===== src/rtl/sdram_arb_pkg.sv =====
// Shared types and constants for the SDRAM request arbiter: FSM encoding,
// grant kinds, read requester indices and default widths.
package sdram_arb_pkg;

  localparam int ADDR_W_DEF        = 24;
  localparam int LEN_W_DEF         = 10;
  localparam int MAX_WR_STREAK_DEF = 4;

  localparam int RD_VGA = 0;
  localparam int RD_VEC = 1;

  typedef enum logic [2:0] {
    IDLE,
    WR_REQ,
    WR_BUSY,
    RD_REQ,
    RD_BUSY
  } arb_state_e;

  typedef enum logic [1:0] {
    GNT_NONE,
    GNT_WR,
    GNT_RD
  } grant_e;

endpackage


===== src/rtl/sdram_req_arbiter_if.sv =====
// Bundle of requester-side and controller-side signals around the arbiter.
// The slave modport is the arbiter's view; master is the surrounding logic.
interface sdram_req_arbiter_if #(
  parameter int ADDR_W = 24,
  parameter int LEN_W  = 10
);

  logic              init_done;
  logic              wr_req;
  logic              wr_urgent;
  logic [ADDR_W-1:0] wr_addr;
  logic              wr_done;
  logic [1:0]        rd_req;
  logic [ADDR_W-1:0] rd_addr0;
  logic [ADDR_W-1:0] rd_addr1;
  logic [LEN_W-1:0]  rd_len0;
  logic [LEN_W-1:0]  rd_len1;
  logic [1:0]        rd_done;
  logic              sdram_wr_req;
  logic [ADDR_W-1:0] sdram_wr_addr;
  logic              sdram_wr_ack;
  logic              sdram_rd_req;
  logic [ADDR_W-1:0] sdram_rd_addr;
  logic [LEN_W-1:0]  sdram_rd_burst;
  logic              sdram_rd_ack;
  logic              rd_sel;

  modport slave (
    input  init_done, wr_req, wr_urgent, wr_addr,
    input  rd_req, rd_addr0, rd_addr1, rd_len0, rd_len1,
    input  sdram_wr_ack, sdram_rd_ack,
    output wr_done, rd_done,
    output sdram_wr_req, sdram_wr_addr,
    output sdram_rd_req, sdram_rd_addr, sdram_rd_burst, rd_sel
  );

  modport master (
    output init_done, wr_req, wr_urgent, wr_addr,
    output rd_req, rd_addr0, rd_addr1, rd_len0, rd_len1,
    output sdram_wr_ack, sdram_rd_ack,
    input  wr_done, rd_done,
    input  sdram_wr_req, sdram_wr_addr,
    input  sdram_rd_req, sdram_rd_addr, sdram_rd_burst, rd_sel
  );

endinterface


===== src/rtl/sdram_arb_pick.sv =====
// Combinational grant selector: urgent write > reads (round-robin) > plain
// write, with an override that forces a pending read through.
module sdram_arb_pick
  import sdram_arb_pkg::*;
(
  input  logic       wr_req,
  input  logic       wr_urgent,
  input  logic [1:0] rd_req,
  input  logic       rr_ptr,
  input  logic       force_rd,
  output grant_e     grant,
  output logic       rd_idx
);

  logic rd_any;

  assign rd_any = |rd_req;

  // NOTE: every output gets a default first so no path through the
  // conditions leaves a value unassigned and infers a latch.
  always_comb begin
    grant  = GNT_NONE;
    rd_idx = rd_req[RD_VEC];
    if (rd_req == 2'b11) rd_idx = rr_ptr;

    if (rd_any && force_rd)         grant = GNT_RD;
    else if (wr_req && wr_urgent)   grant = GNT_WR;
    else if (rd_any)                grant = GNT_RD;
    else if (wr_req)                grant = GNT_WR;
  end

endmodule


===== src/rtl/sdram_req_arbiter.sv =====
// Shares one SDRAM controller request port between a write requester and two
// read requesters. Optional read-starvation guard: SDRAM_ARB_STARVE_GUARD_EN.
module sdram_req_arbiter
  import sdram_arb_pkg::*;
#(
  parameter int ADDR_W        = ADDR_W_DEF,
  parameter int LEN_W         = LEN_W_DEF,
  parameter int MAX_WR_STREAK = MAX_WR_STREAK_DEF
) (
  input logic               clk,
  input logic               rst_n,
  sdram_req_arbiter_if.slave bus
);

  arb_state_e        state_q, state_d;
  grant_e            grant;
  logic              rd_idx;
  logic              rr_ptr_q;
  logic              force_rd;
  logic              take_wr, take_rd;
  logic              wr_done_d, wr_done_q;
  logic [1:0]        rd_done_d, rd_done_q;
  logic [ADDR_W-1:0] wr_addr_q, rd_addr_q;
  logic [LEN_W-1:0]  rd_len_q;
  logic              rd_sel_q;

  assign take_wr = (state_q == IDLE) && bus.init_done && (grant == GNT_WR);
  assign take_rd = (state_q == IDLE) && bus.init_done && (grant == GNT_RD);

`ifdef SDRAM_ARB_STARVE_GUARD_EN
  localparam int STREAK_W = $clog2(MAX_WR_STREAK + 1);

  logic [STREAK_W-1:0] streak_q;

  assign force_rd = (streak_q >= STREAK_W'(MAX_WR_STREAK));

  // Counts urgent writes that jumped ahead of a waiting read.
  always_ff @(posedge clk) begin
    if (!rst_n) begin
      streak_q <= '0;
    end else if (take_rd || (bus.rd_req == 2'b00)) begin
      streak_q <= '0;
    end else if (take_wr && bus.wr_urgent && !force_rd) begin
      streak_q <= streak_q + 1'b1;
    end
  end
`else
  assign force_rd = 1'b0;
`endif

  sdram_arb_pick u_pick (
    .wr_req    (bus.wr_req),
    .wr_urgent (bus.wr_urgent),
    .rd_req    (bus.rd_req),
    .rr_ptr    (rr_ptr_q),
    .force_rd  (force_rd),
    .grant     (grant),
    .rd_idx    (rd_idx)
  );

  always_comb begin
    state_d   = state_q;
    wr_done_d = 1'b0;
    rd_done_d = 2'b00;
    unique case (state_q)
      IDLE: begin
        if (take_wr)      state_d = WR_REQ;
        else if (take_rd) state_d = RD_REQ;
      end
      // An ack of the other type, or both acks at once, is not a valid reply.
      WR_REQ:  if (bus.sdram_wr_ack && !bus.sdram_rd_ack) state_d = WR_BUSY;
      RD_REQ:  if (bus.sdram_rd_ack && !bus.sdram_wr_ack) state_d = RD_BUSY;
      WR_BUSY: begin
        if (!bus.sdram_wr_ack) begin
          state_d   = IDLE;
          wr_done_d = 1'b1;
        end
      end
      RD_BUSY: begin
        if (!bus.sdram_rd_ack) begin
          state_d             = IDLE;
          rd_done_d[rd_sel_q] = 1'b1;
        end
      end
      default: state_d = IDLE;
    endcase
  end

  // NOTE: sequential state uses non-blocking assignments so every register
  // samples the pre-edge values, independent of statement order.
  always_ff @(posedge clk) begin
    // NOTE: control and datapath registers are all reset so outputs are
    // defined zeros right after reset, even when reset lands mid-burst.
    if (!rst_n) begin
      state_q   <= IDLE;
      rr_ptr_q  <= 1'b0;
      wr_done_q <= 1'b0;
      rd_done_q <= 2'b00;
      wr_addr_q <= '0;
      rd_addr_q <= '0;
      rd_len_q  <= '0;
      rd_sel_q  <= 1'b0;
    end else begin
      state_q   <= state_d;
      wr_done_q <= wr_done_d;
      rd_done_q <= rd_done_d;
      if (take_wr) wr_addr_q <= bus.wr_addr;
      if (take_rd) begin
        rd_sel_q  <= rd_idx;
        rd_addr_q <= (rd_idx == 1'(RD_VEC)) ? bus.rd_addr1 : bus.rd_addr0;
        rd_len_q  <= (rd_idx == 1'(RD_VEC)) ? bus.rd_len1  : bus.rd_len0;
        rr_ptr_q  <= ~rr_ptr_q;
      end
    end
  end

  assign bus.sdram_wr_req   = (state_q == WR_REQ);
  assign bus.sdram_rd_req   = (state_q == RD_REQ);
  assign bus.sdram_wr_addr  = wr_addr_q;
  assign bus.sdram_rd_addr  = rd_addr_q;
  assign bus.sdram_rd_burst = rd_len_q;
  assign bus.rd_sel         = rd_sel_q;
  assign bus.wr_done        = wr_done_q;
  assign bus.rd_done        = rd_done_q;

endmodule


===== src/flat_wrapper.sv =====
// flat-port wrapper written by rule: the top's interface ports become plain ports
module sdram_req_arbiter_flat import sdram_arb_pkg::*;
#(
  parameter int ADDR_W        = ADDR_W_DEF,
  parameter int LEN_W         = LEN_W_DEF,
  parameter int MAX_WR_STREAK = MAX_WR_STREAK_DEF
)
  (clk, rst_n, bus_init_done, bus_wr_req, bus_wr_urgent, bus_wr_addr, bus_rd_req, bus_rd_addr0, bus_rd_addr1, bus_rd_len0, bus_rd_len1, bus_sdram_wr_ack, bus_sdram_rd_ack, bus_wr_done, bus_rd_done, bus_sdram_wr_req, bus_sdram_wr_addr, bus_sdram_rd_req, bus_sdram_rd_addr, bus_sdram_rd_burst, bus_rd_sel);
  sdram_req_arbiter_if #(.ADDR_W(ADDR_W), .LEN_W(LEN_W)) bus_i ();
  input logic clk;
  input logic rst_n;
  input wire logic [$bits(bus_i.init_done)-1:0] bus_init_done;
  input wire logic [$bits(bus_i.wr_req)-1:0] bus_wr_req;
  input wire logic [$bits(bus_i.wr_urgent)-1:0] bus_wr_urgent;
  input wire logic [$bits(bus_i.wr_addr)-1:0] bus_wr_addr;
  input wire logic [$bits(bus_i.rd_req)-1:0] bus_rd_req;
  input wire logic [$bits(bus_i.rd_addr0)-1:0] bus_rd_addr0;
  input wire logic [$bits(bus_i.rd_addr1)-1:0] bus_rd_addr1;
  input wire logic [$bits(bus_i.rd_len0)-1:0] bus_rd_len0;
  input wire logic [$bits(bus_i.rd_len1)-1:0] bus_rd_len1;
  input wire logic [$bits(bus_i.sdram_wr_ack)-1:0] bus_sdram_wr_ack;
  input wire logic [$bits(bus_i.sdram_rd_ack)-1:0] bus_sdram_rd_ack;
  output wire logic [$bits(bus_i.wr_done)-1:0] bus_wr_done;
  output wire logic [$bits(bus_i.rd_done)-1:0] bus_rd_done;
  output wire logic [$bits(bus_i.sdram_wr_req)-1:0] bus_sdram_wr_req;
  output wire logic [$bits(bus_i.sdram_wr_addr)-1:0] bus_sdram_wr_addr;
  output wire logic [$bits(bus_i.sdram_rd_req)-1:0] bus_sdram_rd_req;
  output wire logic [$bits(bus_i.sdram_rd_addr)-1:0] bus_sdram_rd_addr;
  output wire logic [$bits(bus_i.sdram_rd_burst)-1:0] bus_sdram_rd_burst;
  output wire logic [$bits(bus_i.rd_sel)-1:0] bus_rd_sel;
  assign bus_i.init_done = bus_init_done;
  assign bus_i.wr_req = bus_wr_req;
  assign bus_i.wr_urgent = bus_wr_urgent;
  assign bus_i.wr_addr = bus_wr_addr;
  assign bus_i.rd_req = bus_rd_req;
  assign bus_i.rd_addr0 = bus_rd_addr0;
  assign bus_i.rd_addr1 = bus_rd_addr1;
  assign bus_i.rd_len0 = bus_rd_len0;
  assign bus_i.rd_len1 = bus_rd_len1;
  assign bus_i.sdram_wr_ack = bus_sdram_wr_ack;
  assign bus_i.sdram_rd_ack = bus_sdram_rd_ack;
  assign bus_wr_done = bus_i.wr_done;
  assign bus_rd_done = bus_i.rd_done;
  assign bus_sdram_wr_req = bus_i.sdram_wr_req;
  assign bus_sdram_wr_addr = bus_i.sdram_wr_addr;
  assign bus_sdram_rd_req = bus_i.sdram_rd_req;
  assign bus_sdram_rd_addr = bus_i.sdram_rd_addr;
  assign bus_sdram_rd_burst = bus_i.sdram_rd_burst;
  assign bus_rd_sel = bus_i.rd_sel;
  sdram_req_arbiter #(.ADDR_W(ADDR_W), .LEN_W(LEN_W), .MAX_WR_STREAK(MAX_WR_STREAK)) u_core (.clk(clk), .rst_n(rst_n), .bus(bus_i));
endmodule

===== config.mk =====
export PLATFORM = sky130hd
export DESIGN_NAME = sdram_req_arbiter_flat
export DESIGN_NICKNAME = d
export VERILOG_FILES = /design/src/rtl/sdram_arb_pkg.sv /design/src/rtl/sdram_req_arbiter_if.sv /design/src/rtl/sdram_arb_pick.sv /design/src/rtl/sdram_req_arbiter.sv /design/src/flat_wrapper.sv
export SDC_FILE = /design/constraint.sdc
export NUM_CORES = 1
export LEC_CHECK = 0
export BUFFER_PORTS_ARGS = -buffer_cell sky130_fd_sc_hd__buf_2
export CAP_MARGIN = 20
export CORE_UTILIZATION = 45
export DETAILED_ROUTE_END_ITERATION = 8
export PLACE_DENSITY_LB_ADDON = 0.12
export SKIP_LAST_GASP = 1
export SLEW_MARGIN = 15
export SYNTH_ARGS = -nofsm -noshare
export SYNTH_HDL_FRONTEND = slang
export SYNTH_HIERARCHICAL = 1
export SYNTH_SLANG_ARGS = --single-unit

===== constraint.sdc =====
create_clock -name clk -period 2.3 [get_ports clk]
set_clock_uncertainty 0.2 [all_clocks]
set_input_delay 0.115 -clock clk [delete_from_list [all_inputs] [get_ports clk]]
set_output_delay 0.115 -clock clk [all_outputs]
set_load 0.02 [all_outputs]

* Yosys cells after proc, flatten, opt, wreduce, memory -nomap -nowiden
Index checks and enable logic that the tools add are counted.
** Operators by class
- Equality and inequality tests :: 12
- Muxes and demuxes :: 16
- Bitwise gates (word level) :: 3
- Reduce and logical (&&, ||, !) cells :: 14
- $lt $le $gt $ge :: 2
** Operator list (count)
- $mux 24 :: 1
- $mux 3 :: 6
- $pmux 3 s5 :: 1
- $mux 10 :: 1
- $logic_and 1x1->1 :: 7
- $eq 3x2->1 const B :: 2
- $reduce_and 5->1 :: 1
- $eq 2x2->1 const B :: 2
- $mux 1 :: 4
- $mux 2 :: 2
- $ne 2x1->1 const B :: 2
- $ne 2x2->1 const B :: 2
- $eq 3x1->1 const B :: 1
- $eq 3x3->1 const B :: 1
- $logic_not 3->1 :: 1
- $ne 3x1->1 const B :: 1
- $not 1->1 :: 3
- $reduce_or 3->1 :: 1
- $eq 2x1->1 const B :: 1
- $logic_not 1->1 :: 2
- $lt 1x2->1 const B :: 1
- $reduce_and 2->1 :: 1
- $reduce_or 2->1 :: 1
- $demux 1 s1 :: 1
- $ge 1x1->1 const B :: 1
** Word-level totals
- Register bits after elaboration :: 66
- Output and inout port bits :: 64

* Depth between registers and ports, before layout
- Depth after elaboration :: 8
- Mapped depth :: 7
- Mapped depth without buffers :: 5

* Hierarchy
Netlist, hierarchy kept.
** By module, submodules not included
- sdram_req_arbiter :: times used 1, area an instance 3041.7 um^2, cells an instance 305
- sdram_arb_pick :: times used 1, area an instance 43.8 um^2, cells an instance 6

* Least setup slack after synthesis
No wires, ideal clock.
- Path kind :: reg-to-reg
- Start :: register u_core.rr_ptr_q
- End :: register u_core.rd_addr_q[17] (netlist: u_core/bus.sdram_rd_addr[17])
- Stages on the path, launching flop included :: 8
- Data arrival time :: 1.379 ns
- Required time :: 1.984 ns
- Slack :: 0.605 ns
- Buffers on the path :: 2
- Period minus slack after synthesis :: 1.695 ns
- Path through :: dfxtp_1 inv_1 a21boi_0 buf_2 buf_2 mux2i_1 nand3_1 o211a_1
** On the way
- Word-level cells in the longest chain between the ends :: 2
** RTL lines
- from (decl) :: line sdram_req_arbiter.sv:18 : logic rr_ptr_q;
- from (signal assigned) :: line sdram_req_arbiter.sv:112 : rr_ptr_q <= ~rr_ptr_q;
- $mux 1 :: line sdram_arb_pick.sv:24 : if (rd_req == 2'b11) rd_idx = rr_ptr;
- net u_core.rd_idx :: line sdram_req_arbiter.sv:17 : logic rd_idx;
- $mux 24 :: line sdram_req_arbiter.sv:110 : rd_addr_q <= (rd_idx == 1'(RD_VEC)) ? bus.rd_addr1 : bus.rd_addr0;
- to (signal assigned) :: line sdram_req_arbiter.sv:110
- to (decl) :: line sdram_req_arbiter.sv:23 : logic [ADDR_W-1:0] wr_addr_q, rd_addr_q;
The timed path passes the listed nets, and every way through them passes these cells.
A chain may end at the register's enable or synchronous reset.

* Worst setup path in the final report
- Start :: register u_core.rr_ptr_q
- End :: register u_core.rd_addr_q[14] (netlist: u_core/bus.sdram_rd_addr[14])
The elaborated chain is that of the path after synthesis.

==> results.md <==
Outcome:
- The run finished, with violations left.
- The final reports fail on design-rule violations.

Logic synthesis:
- The share of synthesized area in the top cell type comes to 42.8%.
- After synthesis the netlist holds a flip-flop and latch count of 66.
- The most used flip-flop cell after synthesis is sky130_fd_sc_hd__dfxtp_1.
- Each instance of the synthesized netlist takes up on average 9.92 sq um.
- After technology mapping, the gate count stands at 311.
- The post-synthesis instance area is between 3000 and 4000 sq um.
- Synthesis produced a netlist with a net count of 412.
- The number of flops mapped to enable cells by yosys is 0.
- After synthesis, flip-flops and latches occupy between 40% and 50% of the total area.
- sky130_fd_sc_hd__dfxtp_1 takes more of the synthesized area than any other cell.
- By area the synthesized netlist is led by sky130_fd_sc_hd__dfxtp_1, sky130_fd_sc_hd__mux2i_1, sky130_fd_sc_hd__nand2_1, sky130_fd_sc_hd__a211oi_2, sky130_fd_sc_hd__o211a_1.
- After synthesis, the share of flip-flops with an asynchronous set or reset is 0%.
- The number of distinct library cell variants in the gate-level netlist after synthesis is 34.
- For this run, the number of Yosys warnings is 6.

Routing:
- After detailed routing, the total wire length is ~9200 microns.
- In this run the remaining antenna-violating nets after routing total 0.
- The first TritonRoute pass finished after 7 iterations.
- The via density per instance is 5.00.
- The wire length per cell after detailed routing is 14.3 microns.
- The count of vias placed by the detailed router is 3241.
- The first-iteration detailed-routing DRC count is 118.
- The detailed-route DRC error count is 9.

Floorplanning:
- In this run the horizontal extent of the chip is 84.8 microns.
- The effective utilization at floorplan is 47.5%.
- In this run the standard cell core region covers around 6500 sq um.
- The floorplan die height is 84.8 microns.
- The top-level I/O count is 165.
- The area of the die is 7190 sq um.
- The initialized floorplan defines 29 standard-cell rows.

Power:
- The reported leakage power is 2.46 nW.
- VDD sags by at most 0.332 mV.
- Dividing total power by cell area gives a power density of roughly 590 nW/um^2.

Timing:
- For the pin with the worst max-slew slack, the measured transition is 0.552 ns.
- The max-slew headroom at the worst pin is 63.2%.
- The total of endpoints with negative setup slack in the final report is 0.
- The total count of max-transition violations in the final report is 0.
- The time the worst path needs with I/O delays and setup is 2.16 ns.
- The sum of negative setup slack is 0 ns.
- After layout, the worst setup slack is 0.136 ns.
- The final count of hold timing violations is 0.
- Setup repair after global routing left no endpoint under its margin.
- Static timing analysis puts the maximum clock frequency at 462 MHz.
- The worst path uses 94.1% of the clock period.

Setup path:
- STA classifies the critical path startpoint as a register.
- The startpoint of the most critical register-to-register path is u_core/rr_ptr_q.
- The endpoint of the most critical register-to-register path is u_core/bus.sdram_rd_addr[14].
- For this design, the slowest cell found on the critical path is sky130_fd_sc_hd__dlygate4sd3_1.
- The worst endpoint required time is between 2 and 2.5 ns.
- Of all nets on the critical path, the largest fanout is 25.
- Walking the worst path, the cells encountered are inv_1 > a21boi_4 > buf_12 > mux2i_1 > dlygate4sd3_1 > nand3_1 > o211a_1.
- The setup path with the least slack is of type register to register.
- The most critical setup path has its startpoint at u_core/rr_ptr_q.
- Following the worst setup path forward leads to its endpoint at u_core/bus.sdram_rd_addr[14].
- The delay contributed by the slowest stage of the critical path is roughly 0.58 ns.
- Across all register-to-register paths, the minimum setup slack is between 0.1 and 0.15 ns.
- The signal arrival time at the worst endpoint is around 2.2 ns.
- The number of cells on the worst reg-to-reg path is 7.
- The worst setup path is captured at a register.

Clock network:
- The clock insertion delay at the later pin of the skew report is 0.33 ns.
- Clock-pin slew was measured on the worst setup and hold paths at 0.07 ns.
- The root buffer cell is sky130_fd_sc_hd__clkbuf_8.
- The maximum level of the CTS H-tree is 3.
- The post-CTS setup buffer count is 0.
- Counting the buffers created by CTS gives 9.
- TritonCTS built the clock tree.
- The maximum buffer depth of the clock tree is 2.
- CTS saw 66 sinks.

Global route:
- The initial antenna violation count is 0.
- Entering global routing, the biggest net connects 60 pins.
- The total overflow left after global routing is 0.
- Global routing used about a quarter of the available tracks.
- The first-pass GRT wire length is ~15000 microns.
- The via count of the first global-routing pass is 3275.

Job:
- The tool flagged a number of max-cap violations equal to 0.

Hold path:
- The type of the worst min-delay path is input pin to register.

Layout:
- The most common cell after layout, fill and taps aside is sky130_fd_sc_hd__buf_2.
- 0 antenna diodes ended up in the layout.
- Leaving out fill and tap cells, the most frequent cells in the layout are sky130_fd_sc_hd__buf_2, sky130_fd_sc_hd__dlygate4sd3_1, sky130_fd_sc_hd__dfxtp_1.
- The number of fill cells is 459.
- The number of nets in the final layout is 668.
- Of the cells placed in the final design, the portion with a size suffix greater than 1 is 36.1%.
- Compared with the post-synthesis result, the final layout area differs by 64.4%.

Placed design:
- The detailed placer's ending HPWL is about 5200 microns.
- During placement, the flow inserted port buffers numbering around 160.
- At the end of routability-driven placement, the weighted congestion stood at 0.718.
- The setup slack at placement is ~0.42 ns.
## power by group
part	internal, mW	switching (mW)
registers	1.22	0.0433
logic	0.395	0.383
clock network	0.522	0.416
## worst max-delay path, delay by kind of cell, from the launching register on
| kind | cells | cell delay (ns) |
|---|---|---|
| compound gates | 2 | 0.31 |
| buf+inv | 3 | 0.87 |
| flops | 1 | 0.34 |
| mux | 1 | 0.26 |
| simple gates | 1 | 0.08 |
## cell families (layout without fill, tap and decap cells)
family | after synthesis | in the layout | share of synthesized area [%]
simple gates | 90 | 90 | 13.9
flops | 66 | 66 | 42.8
compound gates | 64 | 64 | 17.0
mux | 58 | 58 | 18.8
buf+inv | 32 | 292 | 7.34
other cells | 1 | 1 | 0.122
## stage by stage
| step | power, mW | instances | instance area, sq um | hold WS (ns) | util, % |
|---|---|---|---|---|---|
| 2_1_floorplan | 1.69 | 311 | 3090 | 0.0342 | - |
| 4_1_cts | 2.98 | 648 | 5070 | 0.104 | 78.1 |
| 5_1_grt | 3.10 | 648 | 5070 | 0.191 | 78.1 |
| 3_5_place_dp | 1.88 | 534 | 3900 | 0.172 | 60.0 |
| 3_3_place_gp | 1.87 | 534 | 3900 | 0.162 | 60.0 |
| 6_report | 2.98 | 648 | 5070 | 0.103 | 78.1 |
## cells in the mapped netlist, types with 2 or more instances
master	instances
sky130_fd_sc_hd__dfxtp_1	66
sky130_fd_sc_hd__mux2i_1	58
sky130_fd_sc_hd__nand2_1	52
sky130_fd_sc_hd__a21oi_1	20
sky130_fd_sc_hd__nand3_1	16
sky130_fd_sc_hd__o211a_1	15
sky130_fd_sc_hd__a211oi_2	12
sky130_fd_sc_hd__clkbuf_1	10
sky130_fd_sc_hd__buf_2	8
sky130_fd_sc_hd__buf_6	8
sky130_fd_sc_hd__a211oi_1	7
sky130_fd_sc_hd__nor2_1	6
sky130_fd_sc_hd__nor2b_1	4
sky130_fd_sc_hd__and2_1	3
sky130_fd_sc_hd__inv_1	3
sky130_fd_sc_hd__o21ai_0	3
sky130_fd_sc_hd__buf_12	2
sky130_fd_sc_hd__nand4b_1	2
## worst min path at each step
stage | from | end | slack [ns] | cells past startpoint
after floorplan | bus_sdram_rd_ack | u_core/state_q[2] | 0.03 | 2
after global placement | bus_wr_addr[16] | u_core/bus.sdram_wr_addr[16] | 0.16 | 3
after detailed placement | bus_wr_addr[18] | u_core/bus.sdram_wr_addr[18] | 0.17 | 3
after CTS | bus_wr_req | u_core/state_q[0] | 0.10 | 5
after global routing | bus_rd_req[0] | u_core/bus.rd_sel | 0.19 | 5
final | bus_wr_req | u_core/state_q[0] | 0.10 | 5
## repair_timing
item / 4_1_cts / 5_1_grt
hold buffers: 99 / 0
endpoints found under the hold margin: 66 / 0
gates resized for setup: 0 / 0
## layout make-up
class	count	area (sq um)	area share, %
Sequential cell	66	1320	26.0
Clock inverter	3	40.0	0.789
Timing Repair Buffer	274	1910	37.6
Tap cell	77	96.3	1.90
Clock buffer	12	145	2.86
Multi-Input combinational cell	213	1550	30.6
Inverter	3	11.3	0.222
## layer usage
layer | vias up | routed length [microns] | GRT usage, %
li1 | 1608 | - | -
met1 | 1473 | 3780 | 29.2
met2 | 135 | 4710 | 47.5
met3 | 25 | 521 | 4.62
met4 | 0 | 240 | 12.0
met5 | - | 0 | 0
## registers in the layout (all words and copies together) (netlist names)
register,flops
u_core/bus.sdram_wr_addr,24
u_core/rr_ptr_q,1
u_core/state_q,3
u_core/bus.sdram_rd_addr,24
u_core/bus.wr_done,1
u_core/bus.rd_done,2
u_core/bus.rd_sel,1
u_core/bus.sdram_rd_burst,10
No activity file was read; power rests on OpenSTA's default activity.
